[src/rtl/pio_irq_ctrl.sv]
`default_nettype none
// ---------------------------------------------------------------------------
// pio_irq_ctrl : shared PIO IRQ flag register with overflow tracking and
//                two masked system interrupt lines.
// Revision 1.0 : initial release
// ---------------------------------------------------------------------------
module pio_irq_ctrl #(
   parameter int NUM_SM    = 4,
   parameter int NUM_FLAGS = 8
) (
   input  logic                        clk,
   input  logic                        reset,
   input  logic [NUM_SM-1:0]           sm_valid,
   input  logic [NUM_SM*NUM_FLAGS-1:0] sm_set,
   input  logic [NUM_SM*NUM_FLAGS-1:0] sm_clr,
   input  logic                        host_clr_wr,
   input  logic [NUM_FLAGS-1:0]        host_clr_data,
   input  logic                        host_force_wr,
   input  logic [NUM_FLAGS-1:0]        host_force_data,
   input  logic                        host_ovf_clr_wr,
   input  logic [NUM_FLAGS-1:0]        host_ovf_clr_data,
   input  logic [3:0]                  irq0_en,
   input  logic [3:0]                  irq1_en,
   output logic [NUM_FLAGS-1:0]        flags,
   output logic [NUM_FLAGS-1:0]        overflow,
   output logic                        irq0,
   output logic                        irq1
);

   localparam int SYS_FLAGS = 4;

   logic [NUM_FLAGS-1:0] set_any;
   logic [NUM_FLAGS-1:0] clr_any;
   logic [NUM_FLAGS-1:0] set_seen;
   logic [NUM_FLAGS-1:0] set_multi;
   logic [NUM_FLAGS-1:0] flags_next;
   logic [NUM_FLAGS-1:0] overflow_next;

   // set_multi marks bits hit by two or more set sources in the same cycle
   always_comb begin
      set_seen  = host_force_wr ? host_force_data : '0;
      set_multi = '0;
      clr_any   = host_clr_wr ? host_clr_data : '0;
      for (int i = 0; i < NUM_SM; i++) begin
         if (sm_valid[i]) begin
            set_multi = set_multi | (set_seen & sm_set[i*NUM_FLAGS +: NUM_FLAGS]);
            set_seen  = set_seen | sm_set[i*NUM_FLAGS +: NUM_FLAGS];
            clr_any   = clr_any | sm_clr[i*NUM_FLAGS +: NUM_FLAGS];
         end
      end
      set_any = set_seen;
   end

   // Set wins over clear, and a fresh overflow wins over the host clear
   always_comb begin
      flags_next    = (flags & ~clr_any) | set_any;
      overflow_next = overflow & ~(host_ovf_clr_wr ? host_ovf_clr_data : '0);
      overflow_next = overflow_next | (set_any & flags) | set_multi;
   end

   always_ff @(posedge clk) begin
      if (reset) begin
         flags    <= '0;
         overflow <= '0;
         irq0     <= 1'b0;
         irq1     <= 1'b0;
      end else begin
         flags    <= flags_next;
         overflow <= overflow_next;
         irq0     <= |(flags_next[SYS_FLAGS-1:0] & irq0_en);
         irq1     <= |(flags_next[SYS_FLAGS-1:0] & irq1_en);
      end
   end

endmodule
`default_nettype wire

[config.mk]
export PLATFORM = sky130hd
export DESIGN_NAME = pio_irq_ctrl
export DESIGN_NICKNAME = d
export VERILOG_FILES = /design/src/rtl/pio_irq_ctrl.sv
export SDC_FILE = /design/constraint.sdc
export NUM_CORES = 1
export LEC_CHECK = 0
export BUFFER_PORTS_ARGS = -buffer_cell sky130_fd_sc_hd__buf_2
export CORE_MARGIN = 8
export CORE_UTILIZATION = 40
export CTS_CLUSTER_SIZE = 24
export DETAILED_ROUTE_END_ITERATION = 10
export HOLD_SLACK_MARGIN = 0.08
export PLACE_DENSITY = 0.91
export SLEW_MARGIN = 40
export SYNTH_ARGS = -nofsm -noshare
export SYNTH_HDL_FRONTEND = slang
export SYNTH_SLANG_ARGS = --single-unit
[constraint.sdc]
create_clock -name clk -period 2.2 [get_ports clk]
set_input_delay 0.11 -clock clk [delete_from_list [all_inputs] [get_ports clk]]
set_output_delay 0.11 -clock clk [all_outputs]
set_load 0.02 [all_outputs]
Word-level counts from Yosys, hierarchy flattened

Index checks and enable logic that the tools add are counted.

Reductions and logical operators: 2
Muxes and demuxes: 15
Bitwise gates (word level): 25

Operators by type and width:

| kind               | count |
|---|---|
| 2-to-1 mux 8 bit   | 15 |
| bitwise OR 8 bit   | 14 |
| AND 8 bit          | 7 |
| NOT 8 bit          | 2 |
| AND 4 bit          | 2 |
| OR reduction 4 bit | 2 |

Word-level logic and storage cells: 46
Flip-flop bits (word level): 18

Logic depth before layout (Yosys ltp)

Gate-level depths: netlist of the first run.

Word-level depth: 14
Mapped depth: 6
Depth with buffers taken out: 4

Worst setup path after synthesis of the first run

Ideal clock, no wire load.

Path kind: input-to-reg
From: input sm_valid[2]
To: register overflow[5]
Path slack: 1.096 ns
Arrival: 0.971 ns
Buffers on the path: 1
Stages on the path: 5
Cells stage by stage: buf_4 -> a222oi_1 -> a21oi_1 -> o21ai_0 -> a31oi_1

Word-level cells in the longest chain between the ends: 6

RTL lines:

| item                 | line | source |
|---|---|---|
| start, declared      | 13   | `input logic [NUM_SM-1:0] sm_valid,` |
| 2-to-1 mux 8 bit     | 45   | `if (sm_valid[i]) begin` |
| bitwise OR 8 bit     | 47   | `set_seen = set_seen \| sm_set[i*NUM_FLAGS +: NUM_FLAGS];` |
| 2-to-1 mux 8 bit     | 45   |  |
| AND 8 bit            | 58   | `overflow_next = overflow_next \| (set_any & flags) \| set_multi;` |
| bitwise OR 8 bit     | 58   |  |
| bitwise OR 8 bit (*) | 58   |  |
| end signal, assigned | 69   | `overflow <= overflow_next;` |
| end, declared        | 25   | `output logic [NUM_FLAGS-1:0] overflow,` |

Mark *: on every way between the ends. The rest lies on a longest branch, timed or not.
A chain may end at the register's enable or synchronous reset.

Final worst setup path of the first run

From: input sm_valid[0]
To: register irq1

Word-level cells in the longest chain between the ends: 12

RTL lines:

| item                   | line | source |
|---|---|---|
| 2-to-1 mux 8 bit       | 45   |  |
| bitwise OR 8 bit       | 48   | `clr_any = clr_any \| sm_clr[i*NUM_FLAGS +: NUM_FLAGS];` |
| 2-to-1 mux 8 bit       | 45   |  |
| bitwise OR 8 bit       | 48   |  |
| 2-to-1 mux 8 bit       | 45   |  |
| bitwise OR 8 bit       | 48   |  |
| 2-to-1 mux 8 bit       | 45   |  |
| NOT 8 bit              | 56   | `flags_next = (flags & ~clr_any) \| set_any;` |
| AND 8 bit              | 56   |  |
| bitwise OR 8 bit (*)   | 56   |  |
| AND 4 bit (*)          | 71   | `irq1 <= \|(flags_next[SYS_FLAGS-1:0] & irq1_en);` |
| OR reduction 4 bit (*) | 71   |  |
| end signal, assigned   | 71   |  |
| end, declared          | 27   | `output logic irq1` |

Marks and branches as above.

==> results of run 1 <==
power by group through the flow:
stage               registers, µW  logic, µW  clock network [µW]
floorplan                     423        156                   0
global placement              383        347                   0
detailed placement            384        353                   0
CTS                           376        355                 175
global route                  380        394                 190
finish                        376        356                 167
through the flow:
step	instance area (µm²)	util	setup slack, ps	hold slack, ps	power, µW
after global routing	1960	0.597	851	86.9	963
final	1960	0.597	997	98.0	899
after CTS	1960	0.597	1010	87.8	905
after floorplan	1360	-	1100	295	579
after detailed placement	1940	0.590	693	410	737
after global placement	1940	0.590	829	398	730
metal layers:
layer | up-vias | global-route usage
li1 | 950 | -
met3 | 8 | 0.0499
met5 | - | 0
met4 | 0 | 0.0710
met2 | 107 | 0.329
met1 | 887 | 0.222
Yosys cell counts:
master / n
nor2_1: 8
maj3_2: 6
a31oi_1: 11
nand2_1: 55
a222oi_1: 7
inv_1: 1
a22oi_1: 24
a21oi_1: 7
a41oi_1: 3
nand4_1: 12
o21ai_0: 15
maj3_1: 3
buf_4: 5
and4_1: 4
and3_1: 1
buf_1: 1
clkbuf_1: 3
buf_2: 2
buf_6: 2
dfxtp_1: 18
cell type report:
type / count / area [µm²] / area share
Tap cell: 46 / 57.6 / 0.0294
Timing Repair Buffer: 122 / 611 / 0.311
Multi-Input combinational cell: 156 / 906 / 0.462
Inverter: 1 / 3.75 / 0.00191
Clock buffer: 3 / 22.5 / 0.0115
Sequential cell: 18 / 360 / 0.184
sequential cells by signal (all words and copies together) (netlist names):
name      flops
flags         8
overflow      8
irq0          1
irq1          1
layout by cell type, fill, tap and decap left out, drive strengths merged:
master	count
a31oi	11
nand4	12
clkbuf	3
maj3	9
inv	1
nand2	55
and4	4
and3	1
nor2	8
a21oi	7
a22oi	24
o21ai	15
a41oi	3
dfxtp	18
a222oi	7
buf	122
cells by family after synthesis:
kind of cell	share of synthesized area
adders and majority gates	0.0720
AOI/OAI and AO/OA	0.336
buffers and inverters	0.0656
DFF	0.266
and+or+nand+nor	0.260
path summary, 6_finish.rpt:
check	start	to	slack [ps]	depth (start not counted)
worst max-delay path	sm_valid[0]	irq1	1000	5
worst min-delay path	host_ovf_clr_data[4]	overflow[4]	100	4
worst max register to register	flags[2]	irq0	1210	3
worst min register to register	overflow[7]	overflow[7]	470	2
tightest hold or removal path: cells and delay by family:
kind	cells	cell delay [ps]
buf+inv	1	80
simple gates	2	100
compound gates	1	60
==> impl_metrics.toml, run 1 <==
[run_status]
status = "finished clean"

[sta]
max_slew.worst_pin.slew_ps = 454
finClkSkew_ps = 2.64
hold_viol_final = 0
drv_slew = 0
max_freq_mhz = 831
setup_violations = 0
period_needed_ps = 1200
post-route-period-util = 0.547
finalSetupTns_ps = 0
grt_setup_unrepaired = "no"
slew_headroom = 0.697

[power_and_ir_drop]
vdd_drop_max_mv = 0.186
p_switching_uw = 319
intPower_uw = 580
power_density_nw_per_um2 = 459
leakagePower_uw = 0.000960
clockPowerShare = 0.186
pwr-share-comb = 0.396
swShare = 0.355
p_seq_frac = 0.418

[route]
wl_per_cell_um = 16.1
routed-wl-met2_um = 2760
drcViolationCount = 0
vias_per_cell = 5.64
top_layer = "met4"
ant_nets = 0
wl_met3_um = 578
vias = 1952
drtIter0Drc = 180
met1_length_um = 2170
firstDrtPassIters = 5
routed_wl_um = 5570

[yosys]
ys_types = 20
yosysWarnings = 0
syn_avg_cell_area_um2 = 7.21
syn_nets = 293
netlist_instances = 188
ys_seq_area_frac = 0.266
synth_area_leader_cell = "dfxtp_1"
syn-cell-area_um2 = 1360
synth-seq-cells = 18
synth_top_area_frac = 0.266
synthTopCellsByArea = "dfxtp_1, nand2_1, a22oi_1"

[worst_setup_path]
setup.worst_path.end_class = "register"
required_ps = 2370
crit_path_top_delay_cell = "a222oi_1"
critPathArrivalTime_ps = 1370
critPathBufInv = 1
crit_family = "compound AO/OA/AOI/OAI gates"
crit_chain = "buf_2 > a222oi_1 > nand2_1 > o21ai_0 > a41oi_1"
path_class = "in -> reg"
start_kind = "input port"
cpPeakStageDelay_ps = 490
crit_fanout = 24

[final_layout]
fin_cells = 346
drive_gt1_frac = 0.437
fillers = 325
nNetsFinal = 407
insertedDiodeCount = 0
area_growth_pct = 44.7

[global_route]
grt_overflow_total = 0
grt_max_degree = 25
grt_usage = 0.192
grt_pass1_vias = 1841
grt_pass1_wl_um = 8420
antenna_found_initial = 0

[cts]
cts_tree = "built"
clk_pin_slew_ps = 110
htreeDepth = 1
post_cts_buffers = 0
clockBufferDepth = 2
clock_sinks = 18
cts_hold_buffers = 0
cts_resized = 0
cts_buffers = 3
clock_latency_ps = 290
root_buffer = "clkbuf_4"

[placement]
gp_congestion = 0.889
port_buffers = 122
place_inst = 343
dp_hpwl_um = 4420

[floorplan]
fp-row-count = 21
core_region_area_um2 = 3280
start_util = 0.413
die_area_um2 = 5510
io_pins = 123
die_y_um = 74.2
die_w_um = 74.2

[run]
max-cap-violations = 0

[hold_path]
hold_path_class = "in -> reg"
Power figures use the tool's default switching activity.
==> run 2: changes to the inputs <==
Settings changed: ABC_AREA set to 1, CORE_UTILIZATION 40 to 37, PLACE_DENSITY 0.91 to 0.84.
Clock period 2.2 ns to 1 ns, I/O delays scaled along.
==> run 2 against run 1 <==
Compared with the run above: worst hold slack got worse by 5.8 ps; sequential power rose by 120%; power rose to 2.6 times the previous value; the run now ends with setup timing left.
==> impl_metrics.toml, run 2 <==
[yosys]
syn-cell-area_um2 = 1640
synth_edf_count = 0
synthFlopType = "dfxtp_1"
synth-seq-cells = 18
synth_top_area_frac = 0.293
yosysWarnings = 0
netlist_top_cells_count = "nand2_1, nor2_1, inv_1"
yosysMostFrequentCell = "nand2_1"
syn_nets = 396
ys_types = 33
syn_avg_cell_area_um2 = 5.64
synth-async-reset-ratio = 0
synthTopCellsByArea = "nand2_1, dfxtp_1, nor2_1"
ys_seq_area_frac = 0.220
synth_area_leader_cell = "nand2_1"
netlist_instances = 291

[cts]
clk_pin_slew_ps = 60
clock_sinks = 18
clock_latency_ps = 250
cts_tree = "built"
cts_buffers = 3
root_buffer = "clkbuf_8"
htreeDepth = 1
clockBufferDepth = 2

[final_layout]
top_regs = "flags x8, overflow x8"
final_area_um2 = 2440
final_cell_mix = "nand2_1, buf_2, nor2_1, inv_1, buf_4"
fin_util = 0.564
layout_commonest_cell = "nand2_1"
area_growth_pct = 48.6
fin_cells = 474
insertedDiodeCount = 0
nNetsFinal = 529
drive_gt1_frac = 0.391

[power_and_ir_drop]
p_switching_uw = 819
intPower_uw = 1510
swShare = 0.352
power_density_nw_per_um2 = 953
clockPowerShare = 0.216
leakagePower_uw = 0.00145
p_seq_frac = 0.355
vdd_drop_max_mv = 0.618
pwr-share-comb = 0.429

[worst_setup_path]
crit_fanout = 3
critPathArrivalTime_ps = 1190
r2r_cells = 5
rr_endpoint = "flags[1]"
required_ps = 1180
start_kind = "register"
crit_family = "flip-flops"
r2r_start = "flags[1]"
crit_chain = "a21boi_1 > nand2_1 > buf_4 > buf_4 > a31oi_1"
crit_path_frequent_cell = "buf_4"
path_class = "reg -> reg"
r2r_slack_ps = -9
critPathBufInv = 2
setup.worst_path.end_class = "register"
crit_path_top_delay_cell = "dfxtp_2"
cpPeakStageDelay_ps = 340

[route]
vias_per_cell = 4.73
ant_nets = 0
drcViolationCount = 0
wl_per_cell_um = 13.1
drtIter0Drc = 92
routed_wl_um = 6230
vias = 2240
firstDrtPassIters = 4

[hold_path]
min_from = "irq0_en[1]"
hold_path_class = "in -> reg"
hold_end = "irq0"
min_delay_path_depth = 5

[sta]
holdWs_ps = 92.2
slew_headroom = 0.840
period_needed_ps = 1010
max_slew.worst_pin.slew_ps = 240
max_freq_mhz = 991
grt_setup_unrepaired = "yes"
layout_setup_ws_ps = -9.24
drv_slew = 0
post-route-period-util = 1.01
setup_violations = 2
hold_viol_final = 0
finClkSkew_ps = 1.33

[floorplan]
die_y_um = 82.6
io_pins = 123
die_area_um2 = 6820
core_region_area_um2 = 4320
start_util = 0.380
fp-row-count = 24
die_w_um = 82.6

[run]
max-cap-violations = 0

[placement]
place_inst = 468
dp_hpwl_um = 5140
place_area_um2 = 2360
gp_congestion = 0.840
port_buffers = 122

[run_status]
violations = "setup timing"
status = "finished, violations left"

[global_route]
grt_usage = 0.176
grt_max_degree = 13
antenna_found_initial = 0
grt_pass1_vias = 2238
grt_pass1_wl_um = 9490
grt_overflow_total = 0
## run 2: cell types whose count changed after synthesis, sizes merged, moves of 7 or more
cell	change
a222oi	-7
maj3	-8
o21ai	-7
a31oi	-8
nand4	-8
nand3	+16
a22oi	-23
nor2	+33
a21oi	+8
inv	+23
nand2	+75
## run 2: worst max path at each step
stage,start,to,slack [ps],cells after the start
4_1_cts,flags[1],irq0,4,7
2_1_floorplan,flags[1],irq0,2,7
3_3_place_gp,sm_valid[0],overflow[6],-110,10
3_5_place_dp,sm_valid[0],irq0,-160,9
5_1_grt,flags[1],irq0,-80,7
6_report,flags[1],flags[1],-9,5
## run 2: layout make-up
class	instances	area, µm²
well taps	52	65.1
clock buffers	3	41.3
multi-input cells	236	1100
inverters	24	90.1
repair buffers	141	783
fillers	457	1880
flip-flops and latches	18	364
## run 2: worst reg2reg max path, cell delays in order (launching register included)
cell	delay (ps)
dfxtp_2	340
a21boi_1	150
nand2_1	90
buf_4	140
buf_4	120
a31oi_1	100
## run 2: kinds of logic (layout without fill, tap and decap cells)
group | Yosys count | in the layout | share of synthesized area
AOI/OAI and AO/OA | 39 | 39 | 0.146
adders and majority gates | 1 | 1 | 0.00610
buffers and inverters | 37 | 168 | 0.118
DFF | 18 | 18 | 0.220
and+or+nand+nor | 196 | 196 | 0.510
## run 2: metal layers
metal | up-vias | track usage | share of wire
met1 | 974 | 0.198 | 0.39
met2 | 72 | 0.327 | 0.52
li1 | 1185 | - | -
met5 | - | 0 | 0
met3 | 9 | 0.0281 | 0.073
met4 | 0 | 0.0621 | 0.017
## run 2: timing repair
action                                  4_1_cts  5_1_grt
pin swaps                                     1        3
setup buffers                                 1        1
endpoints found under the setup margin        1        4
hold buffers                                  1        0
gates resized for setup                       1        4
endpoints found under the hold margin         1        0
## run 2: through the flow
stage               setup TNS, ps  total power, µW  worst slack, ps
floorplan                       0             1420             2.13
CTS                             0             2350             3.85
global route                 -227             2500            -84.3
detailed placement          -1150             1830             -162
global placement             -634             1810             -105
finish                      -13.1             2330            -9.24
## run 2: power groups by stage
| stage | clock [µW] | combinational (µW) | sequential, µW |
|---|---|---|---|
| 2_1_floorplan | 0 | 494 | 929 |
| 3_3_place_gp | 0 | 966 | 840 |
| 3_5_place_dp | 0 | 985 | 841 |
| 4_1_cts | 523 | 995 | 826 |
| 5_1_grt | 547 | 1110 | 835 |
| 6_report | 503 | 997 | 827 |
